**src/rtl/usb1bd_rx_pkt_buf.sv**
```systemverilog
// rtl/usb1bd_rx_pkt_buf.sv - receive packet buffer with commit/rollback on the CRC16 verdict
// Bytes are written speculatively ahead of cmt_ptr; the reader only ever sees committed packets.
module usb1bd_rx_pkt_buf #(
  parameter int AW = 6
) (
  input  logic          clk,
  input  logic          rst,
  input  logic [7:0]    rx_fifo_data,
  input  logic          rx_fifo_dvalid,
  input  logic          rx_fifo_ddone,
  input  logic          crc16_err,
  input  logic          flush,
  input  logic          rd_en,
  output logic [7:0]    rd_data,
  output logic          rd_last,
  output logic          rd_valid,
  output logic [AW:0]   pkt_cnt,
  output logic          pkt_ok,
  output logic          pkt_drop,
  output logic          rx_zlp
);
  localparam int          DEPTH   = 1 << AW;
  localparam logic [AW:0] P_ONE   = (AW+1)'(1);
  localparam logic [AW:0] P_TWO   = (AW+1)'(2);
  localparam logic [AW:0] P_ROOM2 = (AW+1)'(DEPTH - 2);
  localparam logic [1:0]  S_IDLE  = 2'd0;
  localparam logic [1:0]  S_RECV  = 2'd1;
  localparam logic [1:0]  S_OVF   = 2'd2;

  logic [8:0]  r_mem [DEPTH];
  logic [1:0]  r_state, w_state_nx;
  logic [AW:0] r_wr_ptr, r_cmt_ptr, r_rd_ptr, r_pkt_cnt;
  logic [AW:0] w_wr_nx, w_cmt_nx, w_used, w_wr_p1;
  logic [7:0]  r_pend, w_pend_nx;
  logic        r_pkt_ok, r_pkt_drop, r_rx_zlp;
  logic        w_full, w_room2, w_commit, w_drop, w_zlp, w_pop, w_pop_eop;
  logic        w_we0, w_we1;
  logic [8:0]  w_wd0, w_wd1, w_rd_ent;

  assign w_used    = r_wr_ptr - r_rd_ptr;
  assign w_full    = w_used[AW];
  assign w_room2   = (w_used <= P_ROOM2);
  assign w_wr_p1   = r_wr_ptr + P_ONE;
  assign w_rd_ent  = r_mem[r_rd_ptr[AW-1:0]];
  assign rd_data   = w_rd_ent[7:0];
  assign rd_last   = w_rd_ent[8];
  assign rd_valid  = (r_rd_ptr != r_cmt_ptr);
  assign w_pop     = rd_en && rd_valid;
  assign w_pop_eop = w_pop && w_rd_ent[8];
  assign pkt_cnt   = r_pkt_cnt;
  assign pkt_ok    = r_pkt_ok;
  assign pkt_drop  = r_pkt_drop;
  assign rx_zlp    = r_rx_zlp;

  always_comb begin
    w_state_nx = r_state;
    w_wr_nx    = r_wr_ptr;
    w_cmt_nx   = r_cmt_ptr;
    w_pend_nx  = r_pend;
    w_we0      = 1'b0;
    w_we1      = 1'b0;
    w_wd0      = '0;
    w_wd1      = '0;
    w_commit   = 1'b0;
    w_drop     = 1'b0;
    w_zlp      = 1'b0;
    case (r_state)
      S_IDLE: begin
        if (rx_fifo_ddone) begin
          if (!rx_fifo_dvalid) begin
            w_zlp = 1'b1;
          end else if (!crc16_err && !w_full) begin
            w_we0    = 1'b1;
            w_wd0    = {1'b1, rx_fifo_data};
            w_wr_nx  = w_wr_p1;
            w_commit = 1'b1;
          end else begin
            w_drop = 1'b1;
          end
        end else if (rx_fifo_dvalid) begin
          w_pend_nx  = rx_fifo_data;
          w_state_nx = S_RECV;
        end
      end
      S_RECV: begin
        if (rx_fifo_ddone) begin
          if (crc16_err) begin
            w_drop = 1'b1;
          end else if (rx_fifo_dvalid) begin
            // Coincident final byte: pending and final both land this cycle.
            if (w_room2) begin
              w_we0    = 1'b1;
              w_wd0    = {1'b0, r_pend};
              w_we1    = 1'b1;
              w_wd1    = {1'b1, rx_fifo_data};
              w_wr_nx  = r_wr_ptr + P_TWO;
              w_commit = 1'b1;
            end else begin
              w_drop = 1'b1;
            end
          end else if (!w_full) begin
            w_we0    = 1'b1;
            w_wd0    = {1'b1, r_pend};
            w_wr_nx  = w_wr_p1;
            w_commit = 1'b1;
          end else begin
            w_drop = 1'b1;
          end
        end else if (rx_fifo_dvalid) begin
          if (w_full) begin
            w_state_nx = S_OVF;
          end else begin
            w_we0     = 1'b1;
            w_wd0     = {1'b0, r_pend};
            w_wr_nx   = w_wr_p1;
            w_pend_nx = rx_fifo_data;
          end
        end
      end
      default: begin
        if (rx_fifo_ddone) w_drop = 1'b1;
      end
    endcase
    if (w_commit) begin
      w_cmt_nx   = w_wr_nx;
      w_state_nx = S_IDLE;
    end
    if (w_drop) begin
      w_wr_nx    = r_cmt_ptr;
      w_state_nx = S_IDLE;
    end
  end

  always_ff @(posedge clk) begin
    if (w_we0 && !flush) r_mem[r_wr_ptr[AW-1:0]] <= w_wd0;
    if (w_we1 && !flush) r_mem[w_wr_p1[AW-1:0]]  <= w_wd1;
  end

  always_ff @(posedge clk or negedge rst) begin
    if (!rst) begin
      r_state    <= S_IDLE;
      r_wr_ptr   <= '0;
      r_cmt_ptr  <= '0;
      r_rd_ptr   <= '0;
      r_pend     <= '0;
      r_pkt_cnt  <= '0;
      r_pkt_ok   <= 1'b0;
      r_pkt_drop <= 1'b0;
      r_rx_zlp   <= 1'b0;
    end else if (flush) begin
      r_state    <= S_IDLE;
      r_wr_ptr   <= '0;
      r_cmt_ptr  <= '0;
      r_rd_ptr   <= '0;
      r_pend     <= '0;
      r_pkt_cnt  <= '0;
      r_pkt_ok   <= 1'b0;
      r_pkt_drop <= 1'b0;
      r_rx_zlp   <= 1'b0;
    end else begin
      r_state    <= w_state_nx;
      r_wr_ptr   <= w_wr_nx;
      r_cmt_ptr  <= w_cmt_nx;
      r_pend     <= w_pend_nx;
      r_pkt_ok   <= w_commit;
      r_pkt_drop <= w_drop;
      r_rx_zlp   <= w_zlp;
      if (w_pop) r_rd_ptr <= r_rd_ptr + P_ONE;
      if (w_commit && !w_pop_eop)      r_pkt_cnt <= r_pkt_cnt + P_ONE;
      else if (!w_commit && w_pop_eop) r_pkt_cnt <= r_pkt_cnt - P_ONE;
    end
  end
endmodule

```
**config.mk**
```make
export PLATFORM = sky130hd
export DESIGN_NAME = usb1bd_rx_pkt_buf
export DESIGN_NICKNAME = d
export VERILOG_FILES = /design/src/rtl/usb1bd_rx_pkt_buf.sv
export SDC_FILE = /design/constraint.sdc
export NUM_CORES = 1
export LEC_CHECK = 0
export CORE_ASPECT_RATIO = 1.25
export CORE_UTILIZATION = 23
export CTS_BUF_LIST = sky130_fd_sc_hd__clkbuf_4
export DETAILED_ROUTE_END_ITERATION = 10
export PLACE_DENSITY = 0.47
export RECOVER_POWER = 100
export SLEW_MARGIN = 25
export SYNTH_ARGS = -nofsm -noshare
export SYNTH_HDL_FRONTEND = slang
export SYNTH_SLANG_ARGS = --single-unit
```
**constraint.sdc**
```tcl
create_clock -name clk -period 5.7 [get_ports clk]
set_input_delay 1.14 -clock clk [delete_from_list [all_inputs] [get_ports clk]]
set_output_delay 1.14 -clock clk [all_outputs]
set_load 0.1 [all_outputs]
```
==> summary.md, run 1 <==
| Metric | Value |
|---|---|
| Pwr Density | `323 nW/µm²` |
| Clk sinks | `617` |
| Final Setup Violations | `0` |
| Post-Synthesis Cells | `between 2000 and 2500` |
| Library cells used by synthesis | `73` |
| F_max | `between 150 and 200 MHz` |
| Clock Tree Buf Depth | `3` |
| CTS buffer count | `155` |
| Yosys warns | `0` |
| Global-route wire length before repair | `roughly 160 mm` |
| PortBufs | `34` |
| Wire per inst | `26.3 µm` |
| Largest net degree at the start of global routing | `between 100 and 150` |
| Mapped cell area | `roughly 32000 µm²` |
| Initial Util | `23.2%` |
| Clock transition at the registers of the reported paths | `around 0.070 ns` |
| GRT Util Overall | `15.8%` |
| Power, Total | `11900 µW` |
| Worst setup EP type | `output pin` |
| Drt drc | `0` |
| Synthesis-to-layout area growth | `14.3%` |
| Clock insertion delay at the later pin of the skew report | `1.12 ns` |
| Top_reg_cell synth | `edfxtp_1` |
| Outcome | `complete, but fails checks` |
| Max-Cap Viols | `2` |
| Post-Syn Area per Cell | `approximately 15 µm²` |
| Vias per cell | `4.84` |
| Flop and latch count out of synthesis | `617` |
| Layout Skew | `0.0832 ns` |
| Number of enable flip-flop cells after synthesis | `576` |
| CP startpoint kind | `flip-flop` |
| Final period util | `about 97%` |
| Worst hold-check path type | `reg -> reg` |
| Worst endpoint required time | `4.56 ns` |
| Post-DRT Antenna Nets | `0` |
| Setup Slack @ Placement | `around 0.52 ns` |
| Initial antenna violation count | `10` |
| Core area | `139000 µm²` |
| Fraction of registers with async set/reset | `under 10%` |
| Row count | `153` |
| Share of cells above drive strength 1 | `22.9%` |
| Post-synthesis sequential area ratio | `56.9%` |
| First drt pass iteration count | `6` |
| Gr ovfl total | `0` |
| Setup CP Type | `reg -> out` |
| Relative slew slack | `-77.3%` |
| HPWL Detailed | `72.0 mm` |
| Final Hold Viols | `0` |
| Root Driver | `clkbuf_4` |
| Unrepaired setup endpoints after global routing | `false` |
| Hold_ws | `0.506 ns` |
| I/O pins | `35` |
| Die Area | `141000 µm²` |
| Post-Syn Nets | `2193` |
| Final Max Slew Viols | `a little under 80` |
| Lkg Pwr | `0.0137 µW` |
| Worst Hold Depth | `2` |
| Maximum vdd drop | `0.261 mV` |
| CTS tree | `done` |
| Final net count | `between 2000 and 2500` |
| Max FO, Critical Path | `about 150` |
| Routed vias | `~20000` |
| Vias in the first global route | `around 22000` |
| Setup WS post-layout | `0.155 ns` |
| H-tree Lvls | `4` |
| FF-to-FF path depth | `10` |
| Chip Height | `420 µm` |
| Tightest Pin Transition | `2.66 ns` |
| Die width | `337 µm` |
| Post-route minimum period | `5.54 ns` |
| Final WL | `112 mm` |
| Critical Path AT | `4.40 ns` |
| Failing checks | `capacitance limit, slew limit` |
| RD Place Congestion | `0.892` |
| Setup TNS | `0 ns` |
| Iteration-0 DRC count of the detailed router | `1833` |
==> metrics by stage <==
stage                     cell area, µm²  util (%)  std cells
after detailed placement           35200      25.3       3989
final                              36800      26.5       4264
after floorplan                    32200         -       2159
after global placement             35200      25.3       3989
after CTS                          37200      26.7       4257
after global routing               36800      26.5       4264
==> synthesized netlist by cell type, types with 3 or more instances <==
| cell type | number | area share (%) |
|---|---|---|
| edfxtp_1 | 576 | 54 |
| buf_2 | 32 | 0.50 |
| buf_1 | 18 | 0.21 |
| nor2_2 | 5 | 0.097 |
| a22oi_1 | 4 | 0.093 |
| nand4_1 | 7 | 0.14 |
| and3_1 | 5 | 0.097 |
| a211oi_1 | 8 | 0.19 |
| or3_1 | 4 | 0.078 |
| nand3b_1 | 3 | 0.070 |
| a31oi_1 | 6 | 0.12 |
| clkbuf_1 | 142 | 1.7 |
| nor4_1 | 3 | 0.058 |
| nor3_1 | 21 | 0.33 |
| a22oi_2 | 8 | 0.31 |
| xor2_1 | 16 | 0.44 |
| o21ai_1 | 3 | 0.047 |
| inv_1 | 18 | 0.21 |
| mux2_2 | 14 | 0.49 |
| nor2b_1 | 12 | 0.23 |
| nand2_2 | 14 | 0.27 |
| xnor2_1 | 14 | 0.38 |
| nand3_1 | 27 | 0.42 |
| a21oi_1 | 24 | 0.37 |
| ha_1 | 17 | 0.66 |
| nor2_1 | 57 | 0.66 |
| o21ai_0 | 85 | 1.3 |
| nand2b_1 | 21 | 0.41 |
| o211ai_1 | 7 | 0.16 |
| o22ai_1 | 28 | 0.54 |
| a21o_1 | 6 | 0.14 |
| dfrtp_1 | 41 | 3.2 |
| nor2_4 | 14 | 0.49 |
| mux4_2 | 178 | 12 |
| nand2_1 | 154 | 1.8 |
| mux2i_1 | 519 | 16 |
| and3b_1 | 3 | 0.082 |
==> registers in the layout, summed over array words and instances, names as in the netlist, 2 cells and up <==
signal,flops
pkt_cnt,7
r_mem,576
r_pend,8
r_cmt_ptr,7
r_wr_ptr,7
r_state,2
r_rd_ptr,7
==> layout by cell type (no fill, tap or decap), types with 29 or more instances in the layout <==
master | Yosys | layout
buf_4 | 2 | 49
clkbuf_1 | 142 | 70
clkbuf_4 | 0 | 233
clkinv_1 | 0 | 34
dfrtp_1 | 41 | 38
edfxtp_1 | 576 | 576
mux2i_1 | 519 | 519
mux4_2 | 178 | 178
nand2_1 | 154 | 160
nand3_1 | 27 | 29
nor2_1 | 57 | 58
o21ai_0 | 85 | 79
==> final cells by class <==
class,instances,area (µm²)
clock buffer,223,1670
multi-input combinational,1329,13000
tap,1860,2330
clock inverter,44,248
inverter,19,71.3
sequential,617,18300
fill,14300,102000
antenna,7,17.5
timing repair buffer,165,1120
==> report_power, final <==
group / total (µW) / leakage (µW) / switching (µW) / internal, µW
Clock: 3830 / 0.00115 / 1910 / 1920
Combinational: 2940 / 0.00701 / 1850 / 1080
Sequential: 5100 / 0.00554 / 52.9 / 5050
Total: 11900 / 0.0137 / 3820 / 8060
==> timing repair <==
action	CTS	global route
hold buffers	1	0
buffers inserted	0	0
hold endpoints to repair	18	0
setup endpoints to repair	0	0
resized for setup	0	0
==> layer usage <==
metal	global-route usage (%)	share of wire [%]	vias to the layer above	routed length [µm]
li1	-	-	8799	-
met1	17.8	38	10800	42500
met2	28.2	52	795	58400
met3	3.30	5.4	231	6020
met4	7.27	4.4	12	4980
met5	0	0.067	-	75
==> path summary, 6_finish.rpt <==
check                       startpoint     endpoint  slack, ns
hold reg to reg              r_pend[6]    r_pend[6]       0.51
max in group asynchronous          rst  r_rd_ptr[0]       2.38
setup / recovery           r_rd_ptr[1]   rd_data[7]       0.16
hold / removal               r_pend[6]    r_pend[6]       0.51
setup reg to reg           r_rd_ptr[4]  r_mem[5][2]       0.27
min in group asynchronous          rst   pkt_cnt[0]       1.40
==> worst max-delay path, cell delays in order, from the launching register on <==
cell,delay (ns)
dfrtp_4,0.42
buf_12,0.71
mux4_2,0.48
mux4_2,0.57
mux4_2,0.64
clkbuf_4,0.33
==> kinds of logic after synthesis <==
kind of cell	count (synthesis)	synth area share [%]
adders and majority gates	19	0.785
xor gates and xnor gates	31	0.867
DFF	617	56.9
buffers and inverters	213	2.63
AOI/OAI and AO/OA	202	3.98
and+or+nand+nor	366	5.73
muxes	711	29.1
No activity file was read; power rests on OpenSTA's default activity.
==> run 2: changes to the inputs <==
--- a/config.mk
+++ b/config.mk
@@ -11,6 +11,7 @@
 export DETAILED_ROUTE_END_ITERATION = 10
 export PLACE_DENSITY = 0.47
 export RECOVER_POWER = 100
+export SKIP_LAST_GASP = 1
 export SLEW_MARGIN = 25
 export SYNTH_ARGS = -nofsm -noshare
 export SYNTH_HDL_FRONTEND = slang
==> results of run 2 <==
The final DEF is identical to that of run 1; final timing and power are the same.
==> run 3: changes to the inputs <==
--- a/config.mk
+++ b/config.mk
@@ -9,8 +9,9 @@
 export CORE_UTILIZATION = 23
 export CTS_BUF_LIST = sky130_fd_sc_hd__clkbuf_4
 export DETAILED_ROUTE_END_ITERATION = 10
+export GPL_ROUTABILITY_DRIVEN = 1
 export PLACE_DENSITY = 0.47
-export RECOVER_POWER = 100
+export RECOVER_POWER = 50
 export SKIP_LAST_GASP = 1
 export SLEW_MARGIN = 25
 export SYNTH_ARGS = -nofsm -noshare
==> run 3 against run 2 <==
Net effect:
- sequential share of layout area shrank 0.13 points
- maximum frequency is 0.68% higher
- register-to-register slack is essentially flat
- critical endpoint is now rd_data[5]
- via count down 0.32%
- cell count unchanged
- non-clock buffer count unchanged
- clock-buffer cell count stayed put
- the flow still finishes with violations (capacitance limit, slew limit)
- core utilization up 0.069 points
- critical path depth unchanged
- worst hold slack lost 0.0027 ns
- sequential power hardly changed
==> summary.md, run 3 (synthesized netlist as in run 1, its figures left out) <==
| Metric | Value |
|---|---|
| Final Max Slew Viols | `77` |
| Min-delay src | `r_pend[3]` |
| CTS tree | `done` |
| Commonest cells after routing, fill and taps aside | `576 x edfxtp_1, 519 x mux2i_1, 224 x clkbuf_4` |
| Clock insertion delay at the later pin of the skew report | `1.12 ns` |
| Worst hold-check path type | `reg -> reg` |
| F_max | `182 MHz` |
| I/O pins | `35` |
| Failing checks | `capacitance limit, slew limit` |
| Worst Hold Depth | `2` |
| Worst endpoint required time | `4.56 ns` |
| Unrepaired setup endpoints after global routing | `false` |
| Layout Skew | `0.0796 ns` |
| Routed vias | `20600` |
| Post-route minimum period | `5.51 ns` |
| Max-Cap Viols | `2` |
| Initial antenna violation count | `10` |
| Drt drc | `0` |
| Final period util | `96.6%` |
| Power, Total | `11900 µW` |
| Delay-heaviest family, CP | `multiplexers` |
| HPWL Detailed | `~70 mm` |
| Max incr delay on CP | `0.72 ns` |
| Post-CTS Setup Bufs | `0` |
| GRT Util Overall | `15.8%` |
| FF-to-FF path depth | `11` |
| Clock transition at the registers of the reported paths | `0.06 ns` |
| Share of cells above drive strength 1 | `23.7%` |
| Iteration-0 DRC count of the detailed router | `just under 2000` |
| Maximum vdd drop | `0.262 mV` |
| Final net count | `between 2000 and 2500` |
| Relative slew slack | `-79.2%` |
| Reg2Reg Setup Slack | `0.28 ns` |
| Global-route wire length before repair | `159 mm` |
| Largest net degree at the start of global routing | `roughly 150` |
| Gr ovfl total | `0` |
| Chip Height | `420 µm` |
| Max FO, Critical Path | `145` |
| CTS buffer count | `155` |
| CP dominant cell by count | `mux4_2` |
| Clk sinks | `617` |
| Final Setup Violations | `0` |
| Initial Util | `23.2%` |
| Post-DRT Antenna Nets | `0` |
| Die width | `337 µm` |
| Pwr Density | `322 nW/µm²` |
| Critical Path AT | `4.37 ns` |
| Origin of the critical flop-to-flop path | `r_rd_ptr[4]` |
| Hold_ws | `0.503 ns` |
| Vias per cell | `4.82` |
| Placed Instances | `3989` |
| R2R Path End | `r_mem[48][4]` |
| Worst path slowest cell | `buf_12` |
| Row count | `about 150` |
| Post-DP Area | `approximately 35000 µm²` |
| Most common cell after layout, fill and taps aside | `edfxtp_1` |
| Fin cells | `4264` |
| H-tree Lvls | `4` |
| Final Hold Viols | `0` |
| Vias in the first global route | `21600` |
| Post-route cell area | `~37000 µm²` |
| Root Driver | `clkbuf_4` |
| PortBufs | `34` |
| Worst setup EP type | `output pin` |
| Buffer and inverter count on the worst path | `2` |
| Final WL | `112 mm` |
| Hold Path End | `r_pend[3]` |
| Crit path cell chain | `buf_12 -> mux4_2 -> mux4_2 -> mux4_2 -> buf_4` |
| Max FFs per register | `576` |
| First drt pass iteration count | `8` |
| Core area | `about 140000 µm²` |
| Die Area | `roughly 140000 µm²` |
| Setup TNS | `0 ns` |
| Synthesis-to-layout area growth | `14.6%` |
| Lkg Pwr | `0.0138 µW` |
| RD Place Congestion | `0.892` |
| Tightest Pin Transition | `2.69 ns` |
| Wire per inst | `26.2 µm` |
| Outcome | `complete, but fails checks` |
| Setup CP Type | `reg -> out` |
| Clock Tree Buf Depth | `3` |
| CP startpoint kind | `flip-flop` |
-- run 3: cell types whose count changed in the layout (fill, tap and decap cells not counted) --
cell and delta:
clkbuf_1 -18, buf_4 +31, clkbuf_2 -4, o21ai_0 -1, o22ai_1 -3, o21ai_1 +1, o22ai_2 +3, clkbuf_4 -9
-- run 3: worst max path at each step --
stage / from / end / cells after the start
detailed placement: rx_fifo_ddone / r_mem[5][2] / 8
finish: r_rd_ptr[1] / rd_data[5] / 5
CTS: r_rd_ptr[1] / rd_data[5] / 5
floorplan: r_rd_ptr[1] / pkt_cnt[6] / 22
global route: r_rd_ptr[1] / rd_data[4] / 5
global placement: rx_fifo_ddone / r_mem[5][0] / 8
-- run 3: area by class of cell --
cell class	count	area [µm²]
sequential	617	18300
tap	1860	2330
multi-input combinational	1329	13000
antenna	7	17.5
fill	14300	102000
inverter	19	71.3
clock inverter	44	248
timing repair buffer	165	1200
clock buffer	223	1670
-- run 3: worst register-to-register path, stage by stage (launching register included) --
cell and delay [ns]:
dfrtp_1 0.74, inv_1 0.29, ha_1 0.39, o21ai_1 0.14, o211a_1 0.27, nor4_2 0.53, nor2_1 0.30, nor4_1 0.95
clkbuf_1 0.54, a22oi_2 0.44, buf_4 0.40, mux2i_1 0.24
-- run 3: metrics by stage --
| stage | setup WS, ns | util [%] |
|---|---|---|
| after floorplan | 0.244 | - |
| after global placement | 0.539 | 25.3 |
| after detailed placement | 0.518 | 25.3 |
| after CTS | 0.105 | 26.7 |
| after global routing | 0.0750 | 26.5 |
| final | 0.193 | 26.5 |
-- run 3: timing repair --
action / CTS / global route
gates resized for setup: 0 / 0
hold endpoints to repair: 18 / 0
hold buffers: 1 / 0
setup endpoints to repair: 0 / 0
-- run 3: power breakdown --
part           switching (µW)  total (µW)  internal (µW)
registers                52.0        5100           5050
clock network            1900        3830           1920
logic                    1850        2940           1090
total                    3810       11900           8060
-- run 3: routing by layer --
metal / vias to the layer above / GRT usage [%] / wire length (µm)
met3: 234 / 3.30 / 6060
met1: 10700 / 17.8 / 42300
met2: 754 / 28.2 / 58200
met4: 12 / 7.27 / 5020
li1: 8813 / - / -
met5: - / 0 / 75
